<file path="src/rtl/vgc_irq_ctrl_if.sv">
// CPU soft-switch bus for the VGC interrupt block.
// An access is one cycle with strobe & cen high. rw=1 reads and rw=0 writes.
// Read data appears on dout on the clock edge after the access and holds until the next decoded read.
// There is no back-pressure, so every access completes in that one cycle.
interface vgc_irq_ctrl_if #(
  parameter int ADDR_W = 8
);
  logic              cen;
  logic [ADDR_W-1:0] addr;
  logic              rw;
  logic              strobe;
  logic [7:0]        din;
  logic [7:0]        dout;

  modport master (output cen, addr, rw, strobe, din, input dout);
  modport slave  (input cen, addr, rw, strobe, din, output dout);
endinterface

</file>
<file path="src/rtl/vgc_irq_ctrl.sv">
// VGC interrupt latch/enable block that sits after the RTC/PRAM unit.
// It latches the one-second, quarter-second, VBL and optional scanline events.
// It exposes the $C023 VGCINT, $C032 SCANINT, $C041 INTEN, $C046 INTFLAG and $C047 CLRVBLINT soft switches.
// It drives the registered, active-low level IRQ to the 65816.
// Optional feature macro: VGC_SCANLINE_IRQ_EN (scanline port and sl_st/sl_en bits).
module vgc_irq_ctrl #(
  parameter int ADDR_W = 8
) (
  input  logic                 CLK_14M,
  input  logic                 reset_n,
  vgc_irq_ctrl_if.slave        bus,
  input  logic                 onesec_pulse,
  input  logic                 qtrsec_pulse,
  input  logic                 vbl,
`ifdef VGC_SCANLINE_IRQ_EN
  input  logic                 scanline_irq,
`endif
  output logic                 irq_n
);

  localparam logic [ADDR_W-1:0] A_VGCINT  = ADDR_W'('h23);
  localparam logic [ADDR_W-1:0] A_SCANINT = ADDR_W'('h32);
  localparam logic [ADDR_W-1:0] A_INTEN   = ADDR_W'('h41);
  localparam logic [ADDR_W-1:0] A_INTFLAG = ADDR_W'('h46);
  localparam logic [ADDR_W-1:0] A_CLRVBL  = ADDR_W'('h47);

  logic       access, rd_acc, wr_acc;
  logic       vbl_d, vbl_ev;
  logic       os_st, qs_st, vb_st, sl_st;
  logic       os_en, sl_en;
  logic [7:0] inten;
  logic       qs_en, vb_en;
  logic       vgc_any, irq_any;
  logic       clr_os, clr_sl, clr_vq;
  logic [7:0] dout_q;

  assign access = bus.strobe & bus.cen;
  assign rd_acc = access & bus.rw;
  assign wr_acc = access & ~bus.rw;

  assign vbl_ev = vbl & ~vbl_d;
  assign qs_en  = inten[4];
  assign vb_en  = inten[3];

  // Clear requests: a 0 in $C032 bit 6/5 clears; any $C047 access clears both VBL-side flags.
  assign clr_os = wr_acc & (bus.addr == A_SCANINT) & ~bus.din[6];
  assign clr_sl = wr_acc & (bus.addr == A_SCANINT) & ~bus.din[5];
  assign clr_vq = access & (bus.addr == A_CLRVBL);

  assign vgc_any = (os_st & os_en) | (sl_st & sl_en);
  assign irq_any = vgc_any | (qs_st & qs_en) | (vb_st & vb_en);

  // VBL edge detector and the always-present status/enable registers.
  // A set event takes priority over a clear that arrives in the same cycle.
  always_ff @(posedge CLK_14M or negedge reset_n) begin
    if (!reset_n) begin
      vbl_d <= 1'b0;
      os_st <= 1'b0;
      qs_st <= 1'b0;
      vb_st <= 1'b0;
      os_en <= 1'b0;
      inten <= 8'h00;
    end else begin
      vbl_d <= vbl;
      if (onesec_pulse && os_en)      os_st <= 1'b1;
      else if (clr_os)                os_st <= 1'b0;
      if (qtrsec_pulse && qs_en)      qs_st <= 1'b1;
      else if (clr_vq)                qs_st <= 1'b0;
      if (vbl_ev && vb_en)            vb_st <= 1'b1;
      else if (clr_vq)                vb_st <= 1'b0;
      if (wr_acc && bus.addr == A_VGCINT) os_en <= bus.din[2];
      if (wr_acc && bus.addr == A_INTEN)  inten <= bus.din;
    end
  end

`ifdef VGC_SCANLINE_IRQ_EN
  // Scanline status/enable, same set-wins rule as the other sources.
  always_ff @(posedge CLK_14M or negedge reset_n) begin
    if (!reset_n) begin
      sl_st <= 1'b0;
      sl_en <= 1'b0;
    end else begin
      if (scanline_irq && sl_en)      sl_st <= 1'b1;
      else if (clr_sl)                sl_st <= 1'b0;
      if (wr_acc && bus.addr == A_VGCINT) sl_en <= bus.din[1];
    end
  end
`else
  // Without the scanline source the bits are tied off and the clear request goes nowhere.
  assign sl_st = 1'b0;
  assign sl_en = 1'b0;
  logic unused_clr_sl;
  assign unused_clr_sl = clr_sl;
`endif

  // Registered read data; undecoded or write accesses leave dout untouched.
  always_ff @(posedge CLK_14M or negedge reset_n) begin
    if (!reset_n) begin
      dout_q <= 8'h00;
    end else if (rd_acc) begin
      case (bus.addr)
        A_VGCINT:  dout_q <= {vgc_any, os_st, sl_st, 2'b00, os_en, sl_en, 1'b0};
        A_SCANINT: dout_q <= 8'h00;
        A_INTEN:   dout_q <= inten;
        A_INTFLAG: dout_q <= {3'b000, qs_st, vb_st, 3'b000};
        A_CLRVBL:  dout_q <= 8'h00;
        default:   dout_q <= dout_q;
      endcase
    end
  end

  assign bus.dout = dout_q;

  // Level IRQ, registered one cycle behind the status/enable state.
  always_ff @(posedge CLK_14M or negedge reset_n) begin
    if (!reset_n) irq_n <= 1'b1;
    else          irq_n <= ~irq_any;
  end

endmodule

</file>
<file path="src/flat_wrapper.sv">
// flat-port wrapper written by rule: the top's interface ports become plain ports
module vgc_irq_ctrl_flat 
#(
  parameter int ADDR_W = 8
)
  (CLK_14M, reset_n, onesec_pulse, qtrsec_pulse, vbl, irq_n, bus_cen, bus_addr, bus_rw, bus_strobe, bus_din, bus_dout);
  vgc_irq_ctrl_if #(.ADDR_W(ADDR_W)) bus_i ();
  input  logic CLK_14M;
  input  logic reset_n;
  input  logic onesec_pulse;
  input  logic qtrsec_pulse;
  input  logic vbl;
  output logic irq_n;
  input wire logic [$bits(bus_i.cen)-1:0] bus_cen;
  input wire logic [$bits(bus_i.addr)-1:0] bus_addr;
  input wire logic [$bits(bus_i.rw)-1:0] bus_rw;
  input wire logic [$bits(bus_i.strobe)-1:0] bus_strobe;
  input wire logic [$bits(bus_i.din)-1:0] bus_din;
  output wire logic [$bits(bus_i.dout)-1:0] bus_dout;
  assign bus_i.cen = bus_cen;
  assign bus_i.addr = bus_addr;
  assign bus_i.rw = bus_rw;
  assign bus_i.strobe = bus_strobe;
  assign bus_i.din = bus_din;
  assign bus_dout = bus_i.dout;
  vgc_irq_ctrl #(.ADDR_W(ADDR_W)) u_core (.CLK_14M(CLK_14M), .reset_n(reset_n), .bus(bus_i), .onesec_pulse(onesec_pulse), .qtrsec_pulse(qtrsec_pulse), .vbl(vbl), .irq_n(irq_n));
endmodule
</file>
<file path="config.mk">
export PLATFORM = sky130hd
export DESIGN_NAME = vgc_irq_ctrl_flat
export DESIGN_NICKNAME = d
export VERILOG_FILES = /design/src/rtl/vgc_irq_ctrl_if.sv /design/src/rtl/vgc_irq_ctrl.sv /design/src/flat_wrapper.sv
export SDC_FILE = /design/constraint.sdc
export NUM_CORES = 1
export LEC_CHECK = 0
export BUFFER_PORTS_ARGS = -buffer_cell sky130_fd_sc_hd__clkbuf_2
export CAP_MARGIN = 20
export CORE_ASPECT_RATIO = 0.7
export CORE_UTILIZATION = 52
export CTS_BUF_LIST = sky130_fd_sc_hd__clkbuf_4
export CTS_CLUSTER_DIAMETER = 50
export DETAILED_ROUTE_END_ITERATION = 10
export PLACE_DENSITY_LB_ADDON = 0.12
export SLEW_MARGIN = 10
export SYNTH_ARGS = -nofsm -noshare
export SYNTH_HDL_FRONTEND = slang
export SYNTH_SLANG_ARGS = --single-unit
</file>
<file path="constraint.sdc">
create_clock -name CLK_14M -period 1.28 [get_ports CLK_14M]
set_clock_uncertainty 0.05 [all_clocks]
set_input_delay 0.256 -clock CLK_14M [delete_from_list [all_inputs] [get_ports CLK_14M]]
set_output_delay 0.256 -clock CLK_14M [all_outputs]
set_load 0.01 [all_outputs]
</file>
==> reports/results.ini, run 1 <==
[yosys]
synth-seq-area-share_pct = 52.8
yosysWarnings = 0
synth.distinct_cells = 30
synthCells = 91
syn_nets = 115
async_flop_share_pct = 100
synth_edf_count = 0
synthFlopType = dfrtp_1
syn-cell-area_um2 = 1050
synth_seq_cells = 22
syn_area_per_cell_um2 = 11.5

[placement]
dp_hpwl_um = 2140
routabilityCongestion = 0.885
dp_slack_ns = -0.568
portBuffers = 32
dp.cells = 170

[pwr]
cellPowerDensity_nw_per_um2 = 951
ir_drop_v = 0.000861
p_leak_nw = 0.853

[floorplan]
dieArea_um2 = 2200
ios = 33
rows = 13
fp.dieW_um = 55.6
start_util_pct = 55.9
design.core.area_um2 = 1870
die_h_um = 39.5

[finish]
final_cells = 183
multi_input_area_um2 = 579
final_layout_size_suffix_gt1_share_pct = 63.4
ff_latch_area_um2 = 552
diodes = 0
fin_nets = 186
syn_to_final_growth_pct = 61.5
nFillCells = 77

[sta]
period_share_pct = 120
slew_viol_final = 0
setup_slack_ns = -0.258
worstMarginPinSlew_ns = 0.537
clock.fmax_mhz = 650
finalSetupViolations = 20
slew_headroom_pct = 64.2
rsz0062_at_grt = true
final.min_clock_period_ns = 1.54
hold_ws_ns = 0.119
hold_viol_final = 0

[cts]
cts-root-buf = clkbuf_4
cts_tree = built
cts_buffer_depth = 2
cts.sinks = 22
cts_max_level = 1
path_clk_slew_ns = 0.12
clkLatencyLatePin_ns = 0.31
cts_inserted_buffers = 3

[drt]
viasPerCell = 6.55
drt_iter0_drc = 132
wl_per_cell_um = 21.1
postRouteAntennaNets = 0
wl_um = 3860
drc = 0
vias = 1198
drt_first_pass_iters = 7

[global_routing]
grt_pass1_vias = 1069
grt_overflow = 0
grt_max_degree = 23
track_usage_pct = 32.4
antenna_found_initial = 0
grt_pass1_wl_um = 5080

[run]
maxCapViolCount = 0

[critical_path]
rrSetupSlack_ns = 0.19
cp.arrival_ns = 1.73
cp-end-kind = flop
crit_required_ns = 1.47
path_max_fanout = 6
criticalPathCategory = input port to flop
start_kind = input port

[outcome]
status = complete, but fails checks
violations = setup timing

[min_path]
min_path_type = input port to flop

-- power by group --
group | leakage, nW | switching, mW | internal (mW) | total (mW)
Clock | 0.0279 | 0.209 | 0.317 | 0.526
Combinational | 0.549 | 0.145 | 0.157 | 0.302
Sequential | 0.276 | 0.0378 | 0.741 | 0.779
-- through the flow --
stage          instance area, µm²  TNS (ns)  power (mW)  util (%)
2_1_floorplan                1060     -5.29       0.868         -
3_3_place_gp                 1440     -8.20        1.01      76.9
3_5_place_dp                 1440     -8.64        1.02      76.9
4_1_cts                      1610     -1.91        1.58      85.9
5_1_grt                      1690     -4.08        1.67      90.3
6_report                     1690     -3.58        1.61      90.3
-- Yosys cell counts, drive strengths merged (3+ instances only) --
library cell,number,area [µm²]
dfrtp,21,526
mux2,9,101
inv,7,26.3
o21ai,6,30.0
a21oi,5,25.0
nand2,5,26.3
nand3,5,25.0
a2bb2oi,3,26.3
nor2b,3,18.8
-- sequential cells by signal, summed over array words and instances (netlist names) --
signal	cells
u_core.bus.dout	8
u_core.inten	8
u_core.irq_n	1
u_core.os_en	1
u_core.os_st	1
u_core.qs_st	1
u_core.vb_st	1
u_core.vbl_d	1
-- layout make-up --
class | count | area share (%)
Clock buffer | 3 | 1.33
Timing Repair Buffer | 66 | 26.7
Sequential cell | 22 | 32.7
Multi-Input combinational cell | 62 | 34.3
Inverter | 7 | 1.56
Clock inverter | 1 | 1.78
Tap cell | 22 | 1.63
-- critical path, cell delays in order --
cell       delay [ns]
buf_6            0.09
or4b_4           0.56
nor4_4           0.24
buf_4            0.17
buf_6            0.14
a21oi_1          0.11
a2bb2oi_2        0.15
-- final timing paths --
check                        startpoint            endpoint  cells after the start
setup / recovery            bus_addr[5]  u_core.bus.dout[2]                      7
hold / removal               bus_din[7]     u_core.inten[7]                      2
setup reg to reg           u_core.os_st  u_core.bus.dout[6]                      3
hold reg to reg            u_core.qs_st        u_core.irq_n                      1
max in group asynchronous       reset_n        u_core.irq_n                      2
min in group asynchronous       reset_n        u_core.os_st                      2
-- metal layers --
metal / vias up / share of wire, % / global-route usage [%]
met5: - / 0 / 0
met4: 0 / 6.8 / 7.50
met3: 36 / 12 / 6.93
met2: 116 / 47 / 63.6
met1: 563 / 34 / 37.7
li1: 483 / - / -
-- placed cells by master (no fill, tap or decap), types with 3 or more instances in the layout --
cell | Yosys | final
a21oi_1 | 5 | 3
buf_6 | 0 | 7
clkbuf_2 | 0 | 30
dfrtp_1 | 21 | 21
inv_1 | 7 | 7
nand2_1 | 4 | 3
clkbuf_4 | 0 | 3
a2bb2oi_2 | 0 | 3
buf_4 | 0 | 27
o21ai_2 | 0 | 5
nand3_2 | 0 | 3
nor2b_1 | 3 | 3
mux2_2 | 9 | 8
-- cell families after synthesis --
family	Yosys count	share of synthesized area, %
muxes	9	9.69
DFF	22	52.8
AOI/OAI and AO/OA	26	16.9
and+or+nand+nor	27	18.2
buffers and inverters	7	2.51
-- timing repair --
item	in CTS	in global routing
endpoints found under the hold margin	21	1
hold buffers	1	1
gates resized for setup	18	16
endpoints found under the setup margin	20	21
buffers inserted	5	3
pin swaps	6	5
No activity file was read; power rests on OpenSTA's default activity.
==> run 2, diff against run 1 <==
Settings changed: SKIP_LAST_GASP set to 1.
==> run 2 against run 1 <==
  * The run still ends with setup timing left
  * Clock power barely moved
  * Core utilization fell by 3.3 points
  * Global-route usage rose by 0.076 points
  * Via count fell by 11%
  * Sequential share of layout area rose by 1.3 points
  * Register-to-register slack barely moved
  * Count of clock-buffer cells in the layout did not move
  * Routed wire length fell by 16%
  * First-iteration DRC count fell by 53%
  * Sequential cell count did not move
  * Critical path depth fell by 2
  * Highest routed layer unchanged
==> reports/results.ini, run 2 (synthesis results as in run 1) <==
[pwr]
clkPwrFrac_pct = 33.2
power_frac_seq_pct = 49.2
cellPowerDensity_nw_per_um2 = 972
p_sw_uw = 376
p_comb_share_pct = 17.7
ir_drop_v = 0.000987
p_int_mw = 1.21
p_sw_share_pct = 23.8
p_leak_nw = 0.832

[sta]
final.min_clock_period_ns = 1.48
rsz0062_at_grt = true
hold_ws_ns = 0.122
setup_slack_ns = -0.202
period_share_pct = 116
clock.fmax_mhz = 675
slew_headroom_pct = 64.1
slew_viol_final = 0
hold_viol_final = 0
finalSetupViolations = 18
worstMarginPinSlew_ns = 0.539

[global_routing]
grt.busiest_layer = met2
grt_pass1_vias = 1076
grt_max_degree = 23
grt_use_met3_pct = 7.59
use_met2_pct = 61.7
use_met1_pct = 37.7
antenna_found_initial = 0
grt_overflow = 0
track_usage_pct = 32.5
grt_pass1_wl_um = 5060

[min_path]
hp-start = bus_din[7]
min_path_type = input port to flop

[drt]
wl_um = 3230
drt_first_pass_iters = 4
wl_per_cell_um = 17.8
drt_iter0_drc = 62
drc = 0
postRouteAntennaNets = 0
vias = 1064
viasPerCell = 5.88

[finish]
final_layout_size_suffix_gt1_share_pct = 59.7
final_cells = 181
fin_nets = 184
syn_to_final_growth_pct = 55.5
final_common_cell = clkbuf_2
finalInstanceArea_um2 = 1630
post-route-util_pct = 87.0
final_cell_mix = 30 x clkbuf_2, 29 x buf_4, 21 x dfrtp_1
diodes = 0

[cts]
cts_buffer_depth = 2
cts.sinks = 22
path_clk_slew_ns = 0.12
cts_tree = built
cts_max_level = 1
cts-root-buf = clkbuf_4
clkLatencyLatePin_ns = 0.31
cts_inserted_buffers = 3

[placement]
place_area_um2 = 1440
portBuffers = 32
routabilityCongestion = 0.885
dp_slack_ns = -0.568
dp_hpwl_um = 2140
dp.cells = 170

[floorplan]
fp.dieW_um = 55.6
design.core.area_um2 = 1870
start_util_pct = 55.9
ios = 33
dieArea_um2 = 2200
die_h_um = 39.5
rows = 13

[critical_path]
startpoint = bus_addr[5]
start_kind = input port
cp.arrival_ns = 1.64
criticalPathCategory = input port to flop
path_max_fanout = 8
cp-end-kind = flop
crit_required_ns = 1.43
r2r_start = u_core.os_en

[run]
maxCapViolCount = 0

[outcome]
status = complete, but fails checks
violations = setup timing

## run 2: cell count changes in the layout (fill, tap and decap cells not counted), sizes merged
cell / before / now
buf: 34 / 32
## run 2: critical path: stages
cell	delay, ns
buf_6	0.09
or4b_4	0.56
nor4_4	0.24
nand2_4	0.16
mux2_4	0.33
## run 2: path summary, 6_finish.rpt
kind,slack (ns),endpoint,depth (start not counted)
max reg2reg,0.18,u_core.bus.dout[7],4
max,-0.20,u_core.inten[3],5
max in group asynchronous,0.41,u_core.irq_n,2
min,0.12,u_core.inten[7],2
min reg2reg,0.44,u_core.irq_n,1
min in group asynchronous,0.40,u_core.bus.dout[0],2
## run 2: routing by layer
metal  share of wire (%)  wire length (µm)
met5                   0                 0
met3                 6.8               219
met4                0.62                20
met2                  52              1680
met1                  41              1310
## run 2: power groups by stage
stage               sequential (mW)  combinational (mW)  clock, mW
floorplan                     0.792              0.0752          0
finish                        0.777               0.280      0.524
detailed placement            0.787               0.237          0
global placement              0.784               0.227          0
CTS                           0.774               0.266      0.532
global route                  0.781               0.303      0.560
## run 2: cell type report
type / count / area, µm²
inverter: 7 / 26.3
sequential: 22 / 552
tap: 22 / 27.5
clock inverter: 1 / 30.0
clock buffer: 3 / 22.5
fill: 95 / 244
multi-input combinational: 62 / 547
timing repair buffer: 64 / 422
## run 2: what timing repair did
action	in CTS	in global routing
hold buffers	1	1
resized for setup	14	8
setup endpoints to repair	20	21
pin swaps	6	6
setup buffers	5	1
endpoints found under the hold margin	21	1
## run 2: metrics by stage
stage	setup TNS (ns)	power (mW)
floorplan	-5.29	0.868
global placement	-8.20	1.01
detailed placement	-8.64	1.02
CTS	-1.94	1.57
global route	-2.51	1.64
finish	-2.30	1.58
